--- src/rtl/piano_pkg.sv ---
// Shared types for the PS/2 piano front end: note type, special scancodes,
// parser states and the scancode-to-note lookup.
package piano_pkg;

    localparam int NUM_NOTES  = 24;
    localparam int PKG_NOTE_W = 5;

    typedef logic [PKG_NOTE_W-1:0] note_t;

    localparam logic [7:0] SC_BREAK = 8'hF0;
    localparam logic [7:0] SC_EXT   = 8'hE0;

    typedef enum logic [1:0] {
        PS_IDLE      = 2'd0,
        PS_BREAK     = 2'd1,
        PS_EXT       = 2'd2,
        PS_EXT_BREAK = 2'd3
    } parse_state_t;

    typedef struct packed {
        logic  hit;
        note_t note;
    } key_map_t;

    // Two octaves laid out over the Q..P, A..L and Z..B letter rows.
    function automatic key_map_t map_scancode(input logic [7:0] sc);
        key_map_t m;
        m.hit  = 1'b1;
        m.note = '0;
        case (sc)
            8'h15: m.note = 5'd0;
            8'h1D: m.note = 5'd1;
            8'h24: m.note = 5'd2;
            8'h2D: m.note = 5'd3;
            8'h2C: m.note = 5'd4;
            8'h35: m.note = 5'd5;
            8'h3C: m.note = 5'd6;
            8'h43: m.note = 5'd7;
            8'h44: m.note = 5'd8;
            8'h4D: m.note = 5'd9;
            8'h1C: m.note = 5'd10;
            8'h1B: m.note = 5'd11;
            8'h23: m.note = 5'd12;
            8'h2B: m.note = 5'd13;
            8'h34: m.note = 5'd14;
            8'h33: m.note = 5'd15;
            8'h3B: m.note = 5'd16;
            8'h42: m.note = 5'd17;
            8'h4B: m.note = 5'd18;
            8'h1A: m.note = 5'd19;
            8'h22: m.note = 5'd20;
            8'h21: m.note = 5'd21;
            8'h2A: m.note = 5'd22;
            8'h32: m.note = 5'd23;
            default: m.hit = 1'b0;
        endcase
        return m;
    endfunction

endpackage

--- src/rtl/ps2_scancode_parser.sv ---
// Turns the raw PS/2 byte stream into registered make/break note events;
// extended (E0-prefixed) sequences are swallowed without an event.
module ps2_scancode_parser
    import piano_pkg::*;
(
    input  logic       CLOCK_50,
    input  logic       resetn,
    input  logic [7:0] ps2_key_data,
    input  logic       ps2_key_pressed,
    input  logic       all_off,
    output logic       ev_valid,
    output logic       ev_make,
    output note_t      ev_note
);

    parse_state_t state_reg, state_next;
    logic         ev_valid_reg, ev_valid_next;
    logic         ev_make_reg, ev_make_next;
    note_t        ev_note_reg, ev_note_next;
    key_map_t     map;

    assign map = map_scancode(ps2_key_data);

    always_ff @(posedge CLOCK_50 or negedge resetn) begin
        if (!resetn) begin
            state_reg    <= PS_IDLE;
            ev_valid_reg <= 1'b0;
            ev_make_reg  <= 1'b0;
            ev_note_reg  <= '0;
        end else begin
            state_reg    <= state_next;
            ev_valid_reg <= ev_valid_next;
            ev_make_reg  <= ev_make_next;
            ev_note_reg  <= ev_note_next;
        end
    end

    always_comb begin
        state_next    = state_reg;
        ev_valid_next = 1'b0;
        ev_make_next  = ev_make_reg;
        ev_note_next  = ev_note_reg;
        if (ps2_key_pressed) begin
            case (state_reg)
                PS_IDLE: begin
                    if (ps2_key_data == SC_BREAK) begin
                        state_next = PS_BREAK;
                    end else if (ps2_key_data == SC_EXT) begin
                        state_next = PS_EXT;
                    end else if (map.hit) begin
                        ev_valid_next = 1'b1;
                        ev_make_next  = 1'b1;
                        ev_note_next  = map.note;
                    end
                end
                PS_BREAK: begin
                    state_next = PS_IDLE;
                    if (map.hit) begin
                        ev_valid_next = 1'b1;
                        ev_make_next  = 1'b0;
                        ev_note_next  = map.note;
                    end
                end
                PS_EXT: begin
                    state_next = (ps2_key_data == SC_BREAK) ? PS_EXT_BREAK : PS_IDLE;
                end
                default: begin
                    state_next = PS_IDLE;
                end
            endcase
        end
        // Panic drops the event but the byte still steers the parser.
        if (all_off) begin
            ev_valid_next = 1'b0;
        end
    end

    assign ev_valid = ev_valid_reg;
    assign ev_make  = ev_make_reg;
    assign ev_note  = ev_note_reg;

endmodule

--- src/rtl/ps2_voice_allocator.sv ---
// PS/2 piano key tracker sharing NUM_VOICES tone voices among 24 notes.
// Define VOICE_STEAL_EN to steal the oldest voice when all are busy.
module ps2_voice_allocator
    import piano_pkg::*;
#(
    parameter int NUM_VOICES = 4,
    parameter int NOTE_W     = 5
) (
    input  logic                         CLOCK_50,
    input  logic                         resetn,
    input  logic [7:0]                   ps2_key_data,
    input  logic                         ps2_key_pressed,
    input  logic                         all_off,
    output logic [NUM_NOTES-1:0]         key_held,
    output logic [NUM_NOTES-1:0]         note_on,
    output logic [NUM_VOICES-1:0]        voice_valid,
    output logic [NUM_VOICES*NOTE_W-1:0] voice_note,
    output logic                         overflow
);

    localparam int AGE_W = (NUM_VOICES > 1) ? $clog2(NUM_VOICES) : 1;
    localparam logic [AGE_W-1:0] AGE_MAX = AGE_W'(NUM_VOICES - 1);

    logic              ev_valid;
    logic              ev_make;
    note_t             ev_note;
    logic [NOTE_W-1:0] ev_note_w;

    ps2_scancode_parser u_parser (
        .CLOCK_50        (CLOCK_50),
        .resetn          (resetn),
        .ps2_key_data    (ps2_key_data),
        .ps2_key_pressed (ps2_key_pressed),
        .all_off         (all_off),
        .ev_valid        (ev_valid),
        .ev_make         (ev_make),
        .ev_note         (ev_note)
    );

    assign ev_note_w = NOTE_W'(ev_note);

    logic [NUM_NOTES-1:0]  key_held_reg, key_held_next;
    logic [NUM_VOICES-1:0] valid_reg, valid_next;
    logic [NOTE_W-1:0]     note_reg [NUM_VOICES];
    logic [NOTE_W-1:0]     note_next [NUM_VOICES];
    logic [AGE_W-1:0]      age_reg [NUM_VOICES];
    logic [AGE_W-1:0]      age_next [NUM_VOICES];
    logic                  overflow_reg, overflow_next;

    logic                  free_found;
    logic [NUM_VOICES-1:0] free_sel;
    logic [NUM_VOICES-1:0] alloc_sel;

    always_ff @(posedge CLOCK_50 or negedge resetn) begin
        if (!resetn) begin
            key_held_reg <= '0;
            valid_reg    <= '0;
            overflow_reg <= 1'b0;
            for (int v = 0; v < NUM_VOICES; v++) begin
                note_reg[v] <= '0;
                age_reg[v]  <= '0;
            end
        end else begin
            key_held_reg <= key_held_next;
            valid_reg    <= valid_next;
            overflow_reg <= overflow_next;
            note_reg     <= note_next;
            age_reg      <= age_next;
        end
    end

    always_comb begin
        free_found = 1'b0;
        free_sel   = '0;
        for (int v = 0; v < NUM_VOICES; v++) begin
            if (!valid_reg[v] && !free_found) begin
                free_found  = 1'b1;
                free_sel[v] = 1'b1;
            end
        end
    end

`ifdef VOICE_STEAL_EN
    logic [AGE_W-1:0]      best_age;
    logic [AGE_W-1:0]      best_idx;
    logic [NUM_VOICES-1:0] oldest_sel;

    // Strict compare keeps the lowest index on equal ages.
    always_comb begin
        best_age = age_reg[0];
        best_idx = '0;
        for (int v = 1; v < NUM_VOICES; v++) begin
            if (age_reg[v] > best_age) begin
                best_age = age_reg[v];
                best_idx = AGE_W'(v);
            end
        end
        oldest_sel = NUM_VOICES'(1) << best_idx;
    end
`endif

    always_comb begin
        key_held_next = key_held_reg;
        valid_next    = valid_reg;
        note_next     = note_reg;
        age_next      = age_reg;
        overflow_next = 1'b0;
        alloc_sel     = '0;
        if (all_off) begin
            key_held_next = '0;
            valid_next    = '0;
            for (int v = 0; v < NUM_VOICES; v++) begin
                age_next[v] = '0;
            end
        end else if (ev_valid) begin
            if (ev_make) begin
                if (!key_held_reg[ev_note_w]) begin
                    key_held_next[ev_note_w] = 1'b1;
                    if (free_found) begin
                        alloc_sel = free_sel;
                    end else begin
`ifdef VOICE_STEAL_EN
                        alloc_sel = oldest_sel;
`else
                        overflow_next = 1'b1;
`endif
                    end
                end
            end else if (key_held_reg[ev_note_w]) begin
                key_held_next[ev_note_w] = 1'b0;
                for (int v = 0; v < NUM_VOICES; v++) begin
                    if (valid_reg[v] && note_reg[v] == ev_note_w) begin
                        valid_next[v] = 1'b0;
                    end
                end
            end
        end
        if (alloc_sel != '0) begin
            for (int v = 0; v < NUM_VOICES; v++) begin
                if (alloc_sel[v]) begin
                    valid_next[v] = 1'b1;
                    note_next[v]  = ev_note_w;
                    age_next[v]   = '0;
                end else if (valid_reg[v] && age_reg[v] != AGE_MAX) begin
                    age_next[v] = age_reg[v] + 1'b1;
                end
            end
        end
    end

    logic [NUM_NOTES-1:0] voice_hot [NUM_VOICES];
    logic [NUM_NOTES-1:0] note_on_w;

    genvar gi;
    generate
        for (gi = 0; gi < NUM_VOICES; gi++) begin : g_voice
            assign voice_note[gi*NOTE_W +: NOTE_W] = note_reg[gi];
            assign voice_hot[gi] = valid_reg[gi] ? (NUM_NOTES'(1) << note_reg[gi]) : '0;
        end
    endgenerate

    always_comb begin
        note_on_w = '0;
        for (int v = 0; v < NUM_VOICES; v++) begin
            note_on_w = note_on_w | voice_hot[v];
        end
    end

    assign key_held    = key_held_reg;
    assign note_on     = note_on_w;
    assign voice_valid = valid_reg;
    assign overflow    = overflow_reg;

endmodule

--- config.mk ---
export PLATFORM = sky130hd
export DESIGN_NAME = ps2_voice_allocator
export DESIGN_NICKNAME = d
export VERILOG_FILES = /design/src/rtl/piano_pkg.sv /design/src/rtl/ps2_scancode_parser.sv /design/src/rtl/ps2_voice_allocator.sv
export SDC_FILE = /design/constraint.sdc
export NUM_CORES = 1
export LEC_CHECK = 0
export CORE_MARGIN = 2
export CORE_UTILIZATION = 40
export CTS_BUF_LIST = sky130_fd_sc_hd__clkbuf_8
export DETAILED_ROUTE_END_ITERATION = 10
export PLACE_DENSITY = 0.77
export SLEW_MARGIN = 20
export SYNTH_ARGS = -nofsm -noshare
export SYNTH_HDL_FRONTEND = slang
export SYNTH_SLANG_ARGS = --single-unit
--- constraint.sdc ---
create_clock -name CLOCK_50 -period 2.8 [get_ports CLOCK_50]
set_input_delay 0.84 -clock CLOCK_50 [delete_from_list [all_inputs] [get_ports CLOCK_50]]
set_output_delay 0.84 -clock CLOCK_50 [all_outputs]
set_load 0.02 [all_outputs]
==> results of run 1 <==
-- cell type report --
type / instances / area share [%]
sequential: 58 / 23.5
inverter: 11 / 0.669
tap: 136 / 2.76
multi-input combinational: 413 / 44.5
timing repair buffer: 172 / 24.7
clock inverter: 4 / 1.18
clock buffer: 12 / 2.67
-- layout by cell type, fill, tap and decap left out, drive strengths merged, types with 12 or more instances in the layout --
master,instances
dlymetal6s2s,12
o21ai,44
nand2b,16
nand2,57
nand3,40
xnor2,13
a22oi,30
a21oi,20
nor3,25
clkdlybuf4s50,59
clkbuf,14
dfrtp,58
nor2,33
buf,89
mux2,21
-- layer usage --
| layer | vias up | global-route usage [%] | routed length [um] |
|---|---|---|---|
| met1 | 2336 | 35.0 | 6180 |
| met3 | 30 | 4.72 | 1300 |
| li1 | 2218 | - | - |
| met5 | - | 0 | 0 |
| met2 | 271 | 43.8 | 7250 |
| met4 | 0 | 8.15 | 272 |
-- worst register-to-register path: cells and delay by family (launching register included) --
family                 cells  cell delay, ps
AND/OR/NAND/NOR            4            1020
flip-flops                 1             500
buffers and inverters      2             450
multiplexers               1             350
AO/OA/AOI/OAI              1             270
-- repair_timing --
| action | 4_1_cts | 5_1_grt |
|---|---|---|
| pin swaps | 0 | 3 |
| endpoints found under the setup margin | 43 | 25 |
| gates cloned | 0 | 0 |
| gates resized for setup | 27 | 32 |
| setup buffers | 0 | 2 |
-- report_power, final --
group,switching [mW],internal (mW)
Sequential,0.106,0.885
Clock,0.347,0.572
Combinational,0.482,0.363
Total,0.935,1.82
-- cells by family (layout without fill, tap and decap cells) --
group           Yosys count  count (layout)  synth area share [%]
compound gates          139             139                  21.1
flops                    58              58                  33.7
xor+xnor                 24              24                  4.88
buf+inv                  53             199                  4.82
simple gates            222             222                  26.6
mux                      28              28                  8.86
-- worst paths after layout --
| path | start | endpoint | slack, ps | depth (start not counted) |
|---|---|---|---|---|
| worst min register to register | u_parser.state_reg[1] | u_parser.state_reg[1] | 540 | 2 |
| worst max register to register | u_parser.ev_note[0] | voice_valid[3] | 100 | 8 |
| worst min-delay path | resetn | overflow | 470 | 2 |
| worst max-delay path | voice_note[3] | note_on[20] | -140 | 5 |
| min in group CLOCK_50 | u_parser.state_reg[1] | u_parser.state_reg[1] | 540 | 2 |
| max in group asynchronous | resetn | u_parser.ev_note[0] | 1910 | 2 |
==> results.json, run 1 <==
{
  "status": "complete, but fails checks",
  "violations": "setup timing",
  "seq_area_sq_um": 1450,
  "die_y_um": 108,
  "grt_max_degree": 37,
  "whs_ps": 466,
  "fillers": 919,
  "rows": 37,
  "vias_per_cell": 6.02,
  "synth_nets": 536,
  "clock_sinks": 58,
  "leakage_nw": 2.81,
  "htree_levels": 3,
  "initialDrtViolationCount": 565,
  "path_delay_family": "buffers and inverters",
  "place_area_sq_um": 5820,
  "drive_gt1_share_pct": 22.7,
  "antenna_found_initial": 0,
  "fin_crit_ps": 2940,
  "slowest_stage": "clkdlybuf4s50_1",
  "clock_latency_ps": 350,
  "fin_skew_ps": 9.52,
  "multi_input_area_sq_um": 2750,
  "routed_wl_um": 15000,
  "drcViolationCount": 0,
  "slowest_delay_ps": 610,
  "syn_to_final_growth_pct": 43.4,
  "antenna_cells": 0,
  "power_mw": 2.76,
  "cts_tree": "built",
  "place_ws_ps": -348,
  "hold_path_class": "in2async",
  "max_freq_ghz": 0.340,
  "io_buffers": 84,
  "ant_nets": 0,
  "final_util_pct": 59.6,
  "syn_area_per_cell_sq_um": 8.22,
  "p_per_area_nw_per_um2": 446,
  "final_cells": 806,
  "ys_seq_area_share_pct": 33.7,
  "cts_buffers": 9,
  "grt_usage_pct": 26.4,
  "final.period_utilization_pct": 105,
  "required_ps": 1960,
  "clockBufferDepth": 2,
  "coreArea_sq_um": 10400,
  "rsz0062_at_grt": "yes",
  "max_slew_margin_pct": 64.2,
  "dieArea_sq_um": 11600,
  "drv_cap": 0,
  "yosysMostFrequentCell": "dfrtp_1",
  "setup_viol": 1,
  "wl_per_cell_um": 18.6,
  "path_class": "reg2out",
  "finalNetCount": 677,
  "crit_chain": "nand2b_1 > nor2_2 > a22oi_1 > nand2_1 > clkdlybuf4s50_1",
  "grt_pass1_wl_um": 24200,
  "yosys_warnings": 0,
  "syn_area_sq_um": 4310,
  "synth_flop_cell": "dfrtp_1",
  "fin_ws_ps": -138,
  "route.vias.total": 4855,
  "synthTopCellsByCount": "dfrtp_1, nand2_1, o21ai_0, nand3_1",
  "synthTopCellsByArea": "dfrtp_1, o21ai_0, nand2_1",
  "largest_reg_flops": 24,
  "tightest_slew_ps": 536,
  "cts_hold_buf": 0,
  "dp_cells": 788,
  "design_area_sq_um": 6180,
  "synth_top_area_share_pct": 33.7,
  "async_flop_share_pct": 100,
  "boundaryPins": 85,
  "max-vdd-ir-drop_mv": 0.284,
  "setup_tns_ps": -138,
  "ys_ff_latch": 58,
  "root_buffer": "clkbuf_8",
  "clk_pin_slew_worst_paths_ps": 70,
  "cp.arrival_ps": 2100,
  "final-hold-violation-count": 0,
  "worstSetupStartpointType": "flip-flop",
  "crit_fanout": 7,
  "cp_num_buf_inv": 1,
  "synth_edf_count": 0,
  "maxSlewViolCount": 0,
  "dr.pass1.iters": 6,
  "start_util_pct": 41.5,
  "gpl.final_weighted_congestion": 1.02,
  "yosys.area.top_type": "dfrtp_1",
  "setup.worst_path.end_class": "output port",
  "hpwl_um": 11300,
  "synth_cells": 524,
  "ys_types": 52,
  "gr-total-overflow": 0,
  "grt_pass1_vias": 4733,
  "fp.dieW_um": 108
}
(Power assumes the default switching activity.)
==> inputs of run 2 (changes only) <==
--- a/config.mk
+++ b/config.mk
@@ -9,6 +9,7 @@
 export CORE_UTILIZATION = 40
 export CTS_BUF_LIST = sky130_fd_sc_hd__clkbuf_8
 export DETAILED_ROUTE_END_ITERATION = 10
+export GPL_ROUTABILITY_DRIVEN = 0
 export PLACE_DENSITY = 0.77
 export SLEW_MARGIN = 20
 export SYNTH_ARGS = -nofsm -noshare
==> results.json, run 2 (same netlist as run 1, synthesis figures left out) <==
{
  "worstSetupStartpointType": "primary input",
  "coreArea_sq_um": 10400,
  "leakage_nw": 2.55,
  "fin_ws_ps": 23.6,
  "rows": 37,
  "wl_per_cell_um": 17.6,
  "syn_to_final_growth_pct": 38.3,
  "max-vdd-ir-drop_mv": 0.276,
  "required_ps": 3010,
  "routed_wl_um": 14000,
  "die_y_um": 108,
  "cts_hold_buf": 0,
  "finalNetCount": 663,
  "grt_max_degree": 59,
  "largest_reg_flops": 24,
  "route.vias.total": 4873,
  "clock_latency_ps": 340,
  "place_ws_ps": -368,
  "root_buffer": "clkbuf_8",
  "boundaryPins": 85,
  "tightest_slew_ps": 750,
  "io_buffers": 84,
  "start_util_pct": 41.5,
  "ant_nets": 0,
  "grt_pass1_wl_um": 22500,
  "maxSlewViolCount": 0,
  "max_slew_margin_pct": 50.0,
  "final.period_utilization_pct": 99.2,
  "antenna_found_initial": 0,
  "fillers": 899,
  "grt_usage_pct": 24.0,
  "cp.arrival_ps": 2990,
  "cts_tree": "built",
  "htree_levels": 3,
  "final_common_cell": "buf_4",
  "drive_gt1_share_pct": 22.0,
  "p_per_area_nw_per_um2": 411,
  "dr.pass1.iters": 5,
  "clk_pin_slew_worst_paths_ps": 60,
  "gr-total-overflow": 0,
  "power_mw": 2.45,
  "setup.worst_path.end_class": "flip-flop",
  "final-hold-violation-count": 0,
  "fin_skew_ps": 11.1,
  "hpwl_um": 10300,
  "fp.dieW_um": 108,
  "clock_sinks": 58,
  "hold_path_class": "reg2reg",
  "grt_pass1_vias": 4566,
  "crit_fanout": 3,
  "status": "finished clean",
  "rsz0062_at_grt": "yes",
  "drcViolationCount": 0,
  "clockBufferDepth": 2,
  "antenna_cells": 0,
  "dieArea_sq_um": 11600,
  "initialDrtViolationCount": 623,
  "path_class": "in2reg",
  "max_freq_ghz": 0.360,
  "setup_viol": 0,
  "vias_per_cell": 6.15,
  "drv_cap": 0,
  "mostFrequentLayoutCells": "buf_4, clkdlybuf4s50_1, nand2_1",
  "fin_crit_ps": 2780,
  "cts_buffers": 9
}
## run 2: cell types whose count changed in the layout (fill, tap and decap cells not counted), moves of 3 or more
cell	before	now
dfrtp_2	2	5
nor2_2	7	14
dlygate4sd2_1	7	19
dfrtp_1	56	53
dlymetal6s2s_1	12	0
nor2_1	23	18
buf_4	86	73
## run 2: area by class of cell
| cell class | instances | area (sq um) | area share [%] |
|---|---|---|---|
| Sequential cell | 58 | 1460 | 24.5 |
| Timing Repair Buffer | 158 | 1370 | 23.0 |
| Clock buffer | 10 | 138 | 2.31 |
| Clock inverter | 6 | 33.8 | 0.567 |
| Inverter | 11 | 41.3 | 0.693 |
| Tap cell | 136 | 170 | 2.86 |
| Multi-Input combinational cell | 413 | 2740 | 46.1 |
## run 2: critical path, cell delays in order
cell and delay (ps):
clkdlybuf4s50_1 470, or3b_4 390, or4_4 540, a21oi_4 150, nor3_2 80, a31oi_2 180
mux2_1 340
## run 2: power breakdown
| part | internal, mW | switching [mW] |
|---|---|---|
| Sequential | 0.886 | 0.113 |
| Combinational | 0.336 | 0.444 |
| Clock | 0.336 | 0.331 |
## run 2: final timing paths
check / startpoint / to / slack [ps] / depth (start not counted)
worst max register to register: u_parser.ev_note[1] / voice_note[14] / 160 / 6
min in group asynchronous: resetn / key_held[21] / 660 / 2
worst min-delay path: u_parser.state_reg[1] / u_parser.state_reg[1] / 570 / 2
worst max-delay path: ps2_key_data[6] / u_parser.ev_make / 20 / 7
worst min register to register: u_parser.state_reg[1] / u_parser.state_reg[1] / 570 / 2
max in group asynchronous: resetn / voice_valid[2] / 1610 / 2
## run 2: repair_timing
action	in CTS	in global routing
pin swaps	1	0
setup endpoints to repair	52	13
resized for setup	50	10
buffers inserted	0	1
## run 2: through the flow
| step | area [sq um] | std cells | setup TNS [ps] | util (%) | hold slack [ps] |
|---|---|---|---|---|---|
| final | 5950 | 792 | 0 | 57.4 | 570 |
| after global routing | 5950 | 792 | -23.8 | 57.4 | 603 |
| after CTS | 5940 | 791 | 0 | 57.2 | 574 |
| after detailed placement | 5720 | 775 | -4400 | 55.2 | 554 |
| after global placement | 5720 | 775 | -1820 | 55.2 | 507 |
| after floorplan | 4330 | 524 | -31.3 | - | 484 |
## run 2: routing by layer
layer	up-vias	routed length [um]	global-route usage [%]
met5	-	0	0
met4	0	308	8.79
met3	43	1220	4.06
met2	313	6800	38.6
met1	2326	5650	32.4
li1	2191	-	-
